## config.mk

```make
export PLATFORM = sky130hd
export DESIGN_NAME = pipeline_hazard_unit
export DESIGN_NICKNAME = d
export VERILOG_FILES = /design/src/rtl/pipeline_hazard_unit.sv
export SDC_FILE = /design/constraint.sdc
export NUM_CORES = 1
export LEC_CHECK = 0
export ABC_AREA = 1
export CAP_MARGIN = 10
export CORE_MARGIN = 2
export CORE_UTILIZATION = 50
export DETAILED_ROUTE_END_ITERATION = 12
export PLACE_DENSITY = 0.86
export SLEW_MARGIN = 20
export SYNTH_ARGS = -nofsm -noshare
export SYNTH_HDL_FRONTEND = slang
export SYNTH_SLANG_ARGS = --single-unit
```

## constraint.sdc

```tcl
create_clock -name i_clk -period 5 [get_ports i_clk]
set_input_delay 0.75 -clock i_clk [delete_from_list [all_inputs] [get_ports i_clk]]
set_output_delay 0.75 -clock i_clk [all_outputs]
set_load 0.01 [all_outputs]
```

## src/rtl/pipeline_hazard_unit.sv

```systemverilog
// Hazard controller for the 5-stage pipeline: memory-latency wait FSM, load-use
// stalls, taken-branch flushes, EX operand forwarding and saturating perf counters.
module pipeline_hazard_unit #(
  parameter int RA_W    = 4,
  parameter int MEM_LAT = 3,
  parameter int CNT_W   = 16
) (
  input  logic             i_clk,
  input  logic             i_rst,
  input  logic [RA_W-1:0]  i_id_ra1,
  input  logic [RA_W-1:0]  i_id_ra2,
  input  logic             i_id_use1,
  input  logic             i_id_use2,
  input  logic [RA_W-1:0]  i_ex_rs1,
  input  logic [RA_W-1:0]  i_ex_rs2,
  input  logic [RA_W-1:0]  i_ex_ra3,
  input  logic             i_ex_regwrite,
  input  logic             i_ex_memread,
  input  logic             i_ex_branch_taken,
  input  logic [RA_W-1:0]  i_mem_ra3,
  input  logic             i_mem_regwrite,
  input  logic             i_mem_access,
  input  logic [RA_W-1:0]  i_wb_ra3,
  input  logic             i_wb_regwrite,
  input  logic             i_clr_cnt,
  output logic             o_pc_en,
  output logic             o_if_id_en,
  output logic             o_id_ex_en,
  output logic             o_ex_mem_en,
  output logic             o_mem_wb_en,
  output logic             o_if_id_flush,
  output logic             o_id_ex_bubble,
  output logic             o_mem_wb_bubble,
  output logic [1:0]       o_fwd_a,
  output logic [1:0]       o_fwd_b,
  output logic             o_mem_busy,
  output logic [CNT_W-1:0] o_stall_cnt,
  output logic [CNT_W-1:0] o_flush_cnt,
  output logic             o_dbg_state
);

  localparam bit LAT_GT1 = (MEM_LAT > 1);
  localparam int WC_W    = (MEM_LAT > 2) ? $clog2(MEM_LAT - 1) : 1;
  localparam logic [WC_W-1:0]  WC_INIT = WC_W'((MEM_LAT > 1) ? MEM_LAT - 2 : 0);
  localparam logic [CNT_W-1:0] CNT_MAX = '1;

  typedef enum logic {S_IDLE, S_WAIT} state_t;

  state_t          r_state, w_state_nxt;
  logic [WC_W-1:0] r_wcnt, w_wcnt_nxt;
  logic            w_freeze;
  logic            w_branch;
  logic            w_load_use;
  logic            w_stall;
  logic [CNT_W-1:0] r_stall_cnt, r_flush_cnt;

  always_ff @(posedge i_clk or posedge i_rst) begin
    if (i_rst) begin
      r_state <= S_IDLE;
      r_wcnt  <= '0;
    end else begin
      r_state <= w_state_nxt;
      r_wcnt  <= w_wcnt_nxt;
    end
  end

  // The access's first stall cycle is spent in IDLE, so WAIT only counts the rest.
  always_comb begin
    w_state_nxt = r_state;
    w_wcnt_nxt  = r_wcnt;
    w_freeze    = 1'b0;
    case (r_state)
      S_IDLE: begin
        if (i_mem_access && LAT_GT1) begin
          w_freeze    = 1'b1;
          w_state_nxt = S_WAIT;
          w_wcnt_nxt  = WC_INIT;
        end
      end
      S_WAIT: begin
        if (r_wcnt != '0) begin
          w_freeze   = 1'b1;
          w_wcnt_nxt = r_wcnt - 1'b1;
        end else begin
          w_state_nxt = S_IDLE;
        end
      end
      default: w_state_nxt = S_IDLE;
    endcase
  end

  always_comb begin
    w_branch   = ~w_freeze & i_ex_branch_taken;
    w_load_use = ~w_freeze & ~i_ex_branch_taken & i_ex_memread & i_ex_regwrite &
                 ((i_id_use1 & (i_id_ra1 == i_ex_ra3)) |
                  (i_id_use2 & (i_id_ra2 == i_ex_ra3)));
    w_stall    = w_freeze | w_load_use;
  end

  always_comb begin
    o_pc_en         = ~w_stall;
    o_if_id_en      = ~w_stall;
    o_id_ex_en      = ~w_freeze;
    o_ex_mem_en     = ~w_freeze;
    o_mem_wb_en     = 1'b1;
    o_if_id_flush   = w_branch;
    o_id_ex_bubble  = w_branch | w_load_use;
    o_mem_wb_bubble = w_freeze;
    o_mem_busy      = w_freeze;
  end

  always_comb begin
    o_fwd_a = 2'b00;
    if (i_mem_regwrite && (i_mem_ra3 == i_ex_rs1))     o_fwd_a = 2'b10;
    else if (i_wb_regwrite && (i_wb_ra3 == i_ex_rs1))  o_fwd_a = 2'b01;
    o_fwd_b = 2'b00;
    if (i_mem_regwrite && (i_mem_ra3 == i_ex_rs2))     o_fwd_b = 2'b10;
    else if (i_wb_regwrite && (i_wb_ra3 == i_ex_rs2))  o_fwd_b = 2'b01;
  end

  always_ff @(posedge i_clk or posedge i_rst) begin
    if (i_rst) begin
      r_stall_cnt <= '0;
      r_flush_cnt <= '0;
    end else if (i_clr_cnt) begin
      r_stall_cnt <= '0;
      r_flush_cnt <= '0;
    end else begin
      if (w_stall && (r_stall_cnt != CNT_MAX))  r_stall_cnt <= r_stall_cnt + 1'b1;
      if (w_branch && (r_flush_cnt != CNT_MAX)) r_flush_cnt <= r_flush_cnt + 1'b1;
    end
  end

  assign o_stall_cnt = r_stall_cnt;
  assign o_flush_cnt = r_flush_cnt;
  assign o_dbg_state = (r_state == S_WAIT);

endmodule

```

# Yosys cells after proc, flatten, opt, wreduce, memory -nomap -nowiden
# Cells that the tools add are included.
[op_classes] add_sub_neg=3 eq_ne=9 muxes=14 bitwise=14 n_reduce_logical=8
[ops] operator="$mux W16" n=4
[ops] operator="$add A16 B1 Y16 const B" n=2
[ops] operator="$ne A16 B16 Y1 const B" n=2
[ops] operator="$eq A4 B4 Y1" n=6
[ops] operator="$and A1 B1 Y1" n=7
[ops] operator="$logic_and A1 B1 Y1" n=6
[ops] operator="$mux W1" n=6
[ops] operator="$mux W2" n=2
[ops] operator="$not A1 Y1" n=4
[ops] operator="$pmux W1 S2" n=2
[ops] operator="$reduce_bool A2 Y1" n=2
[ops] operator="$or A1 B1 Y1" n=3
[ops] operator="$ne A2 B2 Y1 const B" n=1
[ops] operator="$sub A1 B1 Y1 const B" n=1
[word_totals] reg_bits=34 inputBits=39 output_inout_bits=46 word_cells=52

# Logic depth before layout (Yosys ltp)
[depth] ltp_word=11 mapped_depth=12 ltp_nobuf=11

# Worst setup path before layout
# Ideal clock, no wire load.
[synth_path] path_type="input to output" startpoint="in i_mem_access" endpoint="out o_pc_en" t_arrival_ns=1.875 required_ns=4.250 slack_ns=2.375 path_stages=7 cell_sequence="nand2_1 -> o21ai_1 -> inv_1 -> nand2_2 -> buf_2 -> inv_1 -> buf_4"
[synth_between] elab_chain_cells=9
[synth_lines] element="start: declaration" line="22" text="input logic i_mem_access,"
[synth_lines] element="$mux W1" line="74" text="if (i_mem_access && LAT_GT1) begin"
[synth_lines] element="$pmux W1 S2" line="72" text="case (r_state)"
[synth_lines] element="named net o_mem_busy" line="36" text="output logic o_mem_busy,"
[synth_lines] element="$not A1 Y1"
[synth_lines] element="named net o_ex_mem_en" line="29" text="output logic o_ex_mem_en,"
[synth_lines] element="$and A1 B1 Y1 (4 in series)" line="94" text="w_load_use = ~w_freeze & ~i_ex_branch_taken & i_ex_memread & i_ex_regwrite &"
[synth_lines] element="$or A1 B1 Y1" line="97" text="w_stall = w_freeze | w_load_use;"
[synth_lines] element="$not A1 Y1" line="101" text="o_pc_en = ~w_stall;"
[synth_lines] element="end: declaration" line="26" text="output logic o_pc_en,"
# The timed path passes the listed nets, and every way through them passes these cells.

# Final worst setup path
[layout_path] startpoint="in i_mem_access" endpoint="out o_pc_en"
[layout_between] elab_chain_cells=9
[layout_lines] element="$mux W1 *" line="74"
[layout_lines] element="$pmux W1 S2 *" line="72"
[layout_lines] element="$not A1 Y1" line="94"
[layout_lines] element="$and A1 B1 Y1 (4 in series)" line="94"
[layout_lines] element="$or A1 B1 Y1 *" line="97"
[layout_lines] element="$not A1 Y1 *" line="101"
# Mark *: on every way between the ends. The rest lies on a longest branch, timed or not.

==> metrics.txt <==
Die X 74.5 µm; Buf/Inv on CP 3; grt ovf 0; mean post-synth cell area 6.81 µm²; pre-CTS setup slack 1.65 ns; share of layout cells above drive strength 1 0.0382; Setup TNS Final 0 ns; Arrival @ worst endpoint 2.60 ns; aggregate global-route resource usage 0.247; detailed placer's ending HPWL 4820 µm; max-slew violations 0; Mapped Cells 365; Fmax 0.299 GHz; Clock Power Share 0.255; TritonCTS Buffers 5; Synth Net Count 406; Post-CTS Resized 0; Pwr per Cell Area 251 nW/µm²; WL/cell 12.3 µm; starting density of the core 0.523; Reg area 851 µm²; # diodes 0; status finished, final reports clean; Netlist cell types 32; Hold Crit Class flop to flop; pin count of the biggest net entering global routing 48; via/cell ratio 5.17; startpoint types input pin; Post-CTS Setup Repair Bufs 0; starting DRC count in detailed routing 165; initial antenna violation count 0; clk slew on worst S/H paths 0.07 ns; sequential power share 0.370; DRT Pass-1 Iters 4; I/O pin count 85; VDD IR max 0.141 mV; first-pass GRT wire length 10,700 µm; critical path class input pin to output port; Placement Cell Area 3340 µm²; CTS H-tree lvls 2; CTS root buf clkbuf_8; PnR Total Power 860 µW; period utilization 0.670; Int Pwr 556 µW; final antenna-violating net count 0; die area 5550 µm²; final setup fails 0; worst path cell trace clkdlybuf4s50_1, nand2_1, o21ai_1, nor2_1, nand2_1, nand2_2, inv_1, clkdlybuf4s50_1; YS warnings 0; clk sinks 34; drt drc 0; Switching Share 0.353; RSZ-0062 raised after global routing no; Max clock buf depth 2; Hold Path Origin o_dbg_state; vias in the first global route 2,481; max-cap viol count 0; NumNets Final 485; Die Span Y 74.5 µm; area of the multi-input gates 1360 µm²; area delta synth->final 37.9%; worst-path fanout max 18; Switch Pwr 303 µW; #FFs+latches synth 34; min Tclk post-route 3.35 ns; min setup slack post-route 1.65 ns; Comb pwr share 0.375; hold_buf cts 0; Core Footprint 4750 µm²; Non-Filler Instances 512; FILL cells 391; worst skew pair latency 0.29 ns; P_leak 1.58 nW; register area share after synthesis 0.342; Via Count 2,646; WP data required 4.25 ns; Top Family by Delay on Critical Path buffers and inverters; cell row count 25; worst reg2reg path startpoint o_flush_cnt[1]; mapped cell area 2490 µm²; CTS tree done; Worst path slowest cell clkdlybuf4s50_1; Crit. Startpoint i_mem_access; Port Buffers 83; Crit. End Element output port; placed cells 504; critical path's largest stage delay 0.54 ns; global placer's final weighted congestion 0.864; Final Hold Violating Endpoints 0; Clock Skews 0.00916 ns; fin area 3430 µm²; WL final 6300 µm
-- layout make-up --
class	instances	area share
flip-flops and latches	34	0.248
multi-input cells	264	0.395
repair buffers	85	0.247
clock inverters	1	0.00146
inverters	54	0.0591
well taps	67	0.0244
clock buffers	7	0.0252
-- power by group through the flow --
stage / combinational [mW] / sequential (mW) / clock (mW)
finish: 0.322 / 0.318 / 0.219
global route: 0.355 / 0.322 / 0.233
CTS: 0.324 / 0.318 / 0.221
detailed placement: 0.323 / 0.323 / 0
global placement: 0.318 / 0.321 / 0
floorplan: 0.182 / 0.327 / 0
-- metal layers --
metal | share of wire | GRT usage | up-vias
li1 | - | - | 1338
met1 | 0.44 | 0.311 | 1218
met2 | 0.49 | 0.414 | 79
met3 | 0.046 | 0.0515 | 11
met4 | 0.015 | 0.0992 | 0
met5 | 0 | 0 | -
-- cells in the final DEF (no fill, tap or decap), types with 3 or more instances in the layout --
cell type / synthesis / routed
clkbuf_8: 0 / 6
o21ai_1: 3 / 3
nand4_1: 22 / 22
inv_1: 54 / 54
nand3_1: 36 / 36
xor2_1: 14 / 14
dfrtp_1: 34 / 34
a21oi_1: 4 / 4
clkdlybuf4s50_1: 0 / 83
o22ai_1: 6 / 6
xnor2_1: 8 / 8
nand2_1: 85 / 85
nor2_1: 46 / 46
o21ai_0: 12 / 12
nor3_1: 8 / 8
-- kinds of logic (layout without fill, tap and decap cells) --
| group | count (synthesis) | count (layout) | synth area share |
|---|---|---|---|
| other | 1 | 1 | 0.00151 |
| flip-flops | 34 | 34 | 0.342 |
| AND/OR/NAND/NOR | 207 | 207 | 0.382 |
| XOR/XNOR | 22 | 22 | 0.0775 |
| AO/OA/AOI/OAI | 32 | 32 | 0.0744 |
| buffers and inverters | 67 | 147 | 0.113 |
| adder cells (fa/ha/maj) | 2 | 2 | 0.0101 |
-- state kept, by name, summed over array words and instances (netlist names) --
signal	flops
o_dbg_state	1
o_flush_cnt	16
r_wcnt	1
o_stall_cnt	16
-- cells in the mapped netlist, drive strengths merged --
library cell / n / share of area
dfrtp: 34 / 0.34
xnor2: 8 / 0.028
xor2: 14 / 0.049
clkbuf: 5 / 0.0075
a211oi: 2 / 0.0060
nor2: 49 / 0.081
nor3: 9 / 0.020
nand2: 87 / 0.14
conb: 1 / 0.0015
o22ai: 6 / 0.015
o21ai: 15 / 0.030
o31ai: 2 / 0.0060
nand3: 37 / 0.076
nor4: 2 / 0.0050
o21bai: 1 / 0.0030
a21oi: 4 / 0.0080
ha: 2 / 0.010
nand4: 23 / 0.064
buf: 8 / 0.024
o211ai: 1 / 0.0030
o21a: 1 / 0.0030
inv: 54 / 0.081
-- final timing paths --
path / depth (start not counted) / end / slack, ns
setup / recovery: 8 / o_pc_en / 1.65
hold / removal: 1 / r_wcnt / 0.50
setup reg to reg: 8 / o_flush_cnt[15] / 2.84
hold reg to reg: 1 / r_wcnt / 0.50
max in group asynchronous: 3 / o_flush_cnt[12] / 3.83
min in group asynchronous: 3 / o_stall_cnt[9] / 0.86
-- through the flow --
step,hold slack (ns),utilization
finish,0.503,0.722
global route,0.518,0.722
CTS,0.506,0.722
detailed placement,0.493,0.702
global placement,0.489,0.702
floorplan,0.491,-
(Power assumes the default switching activity.)
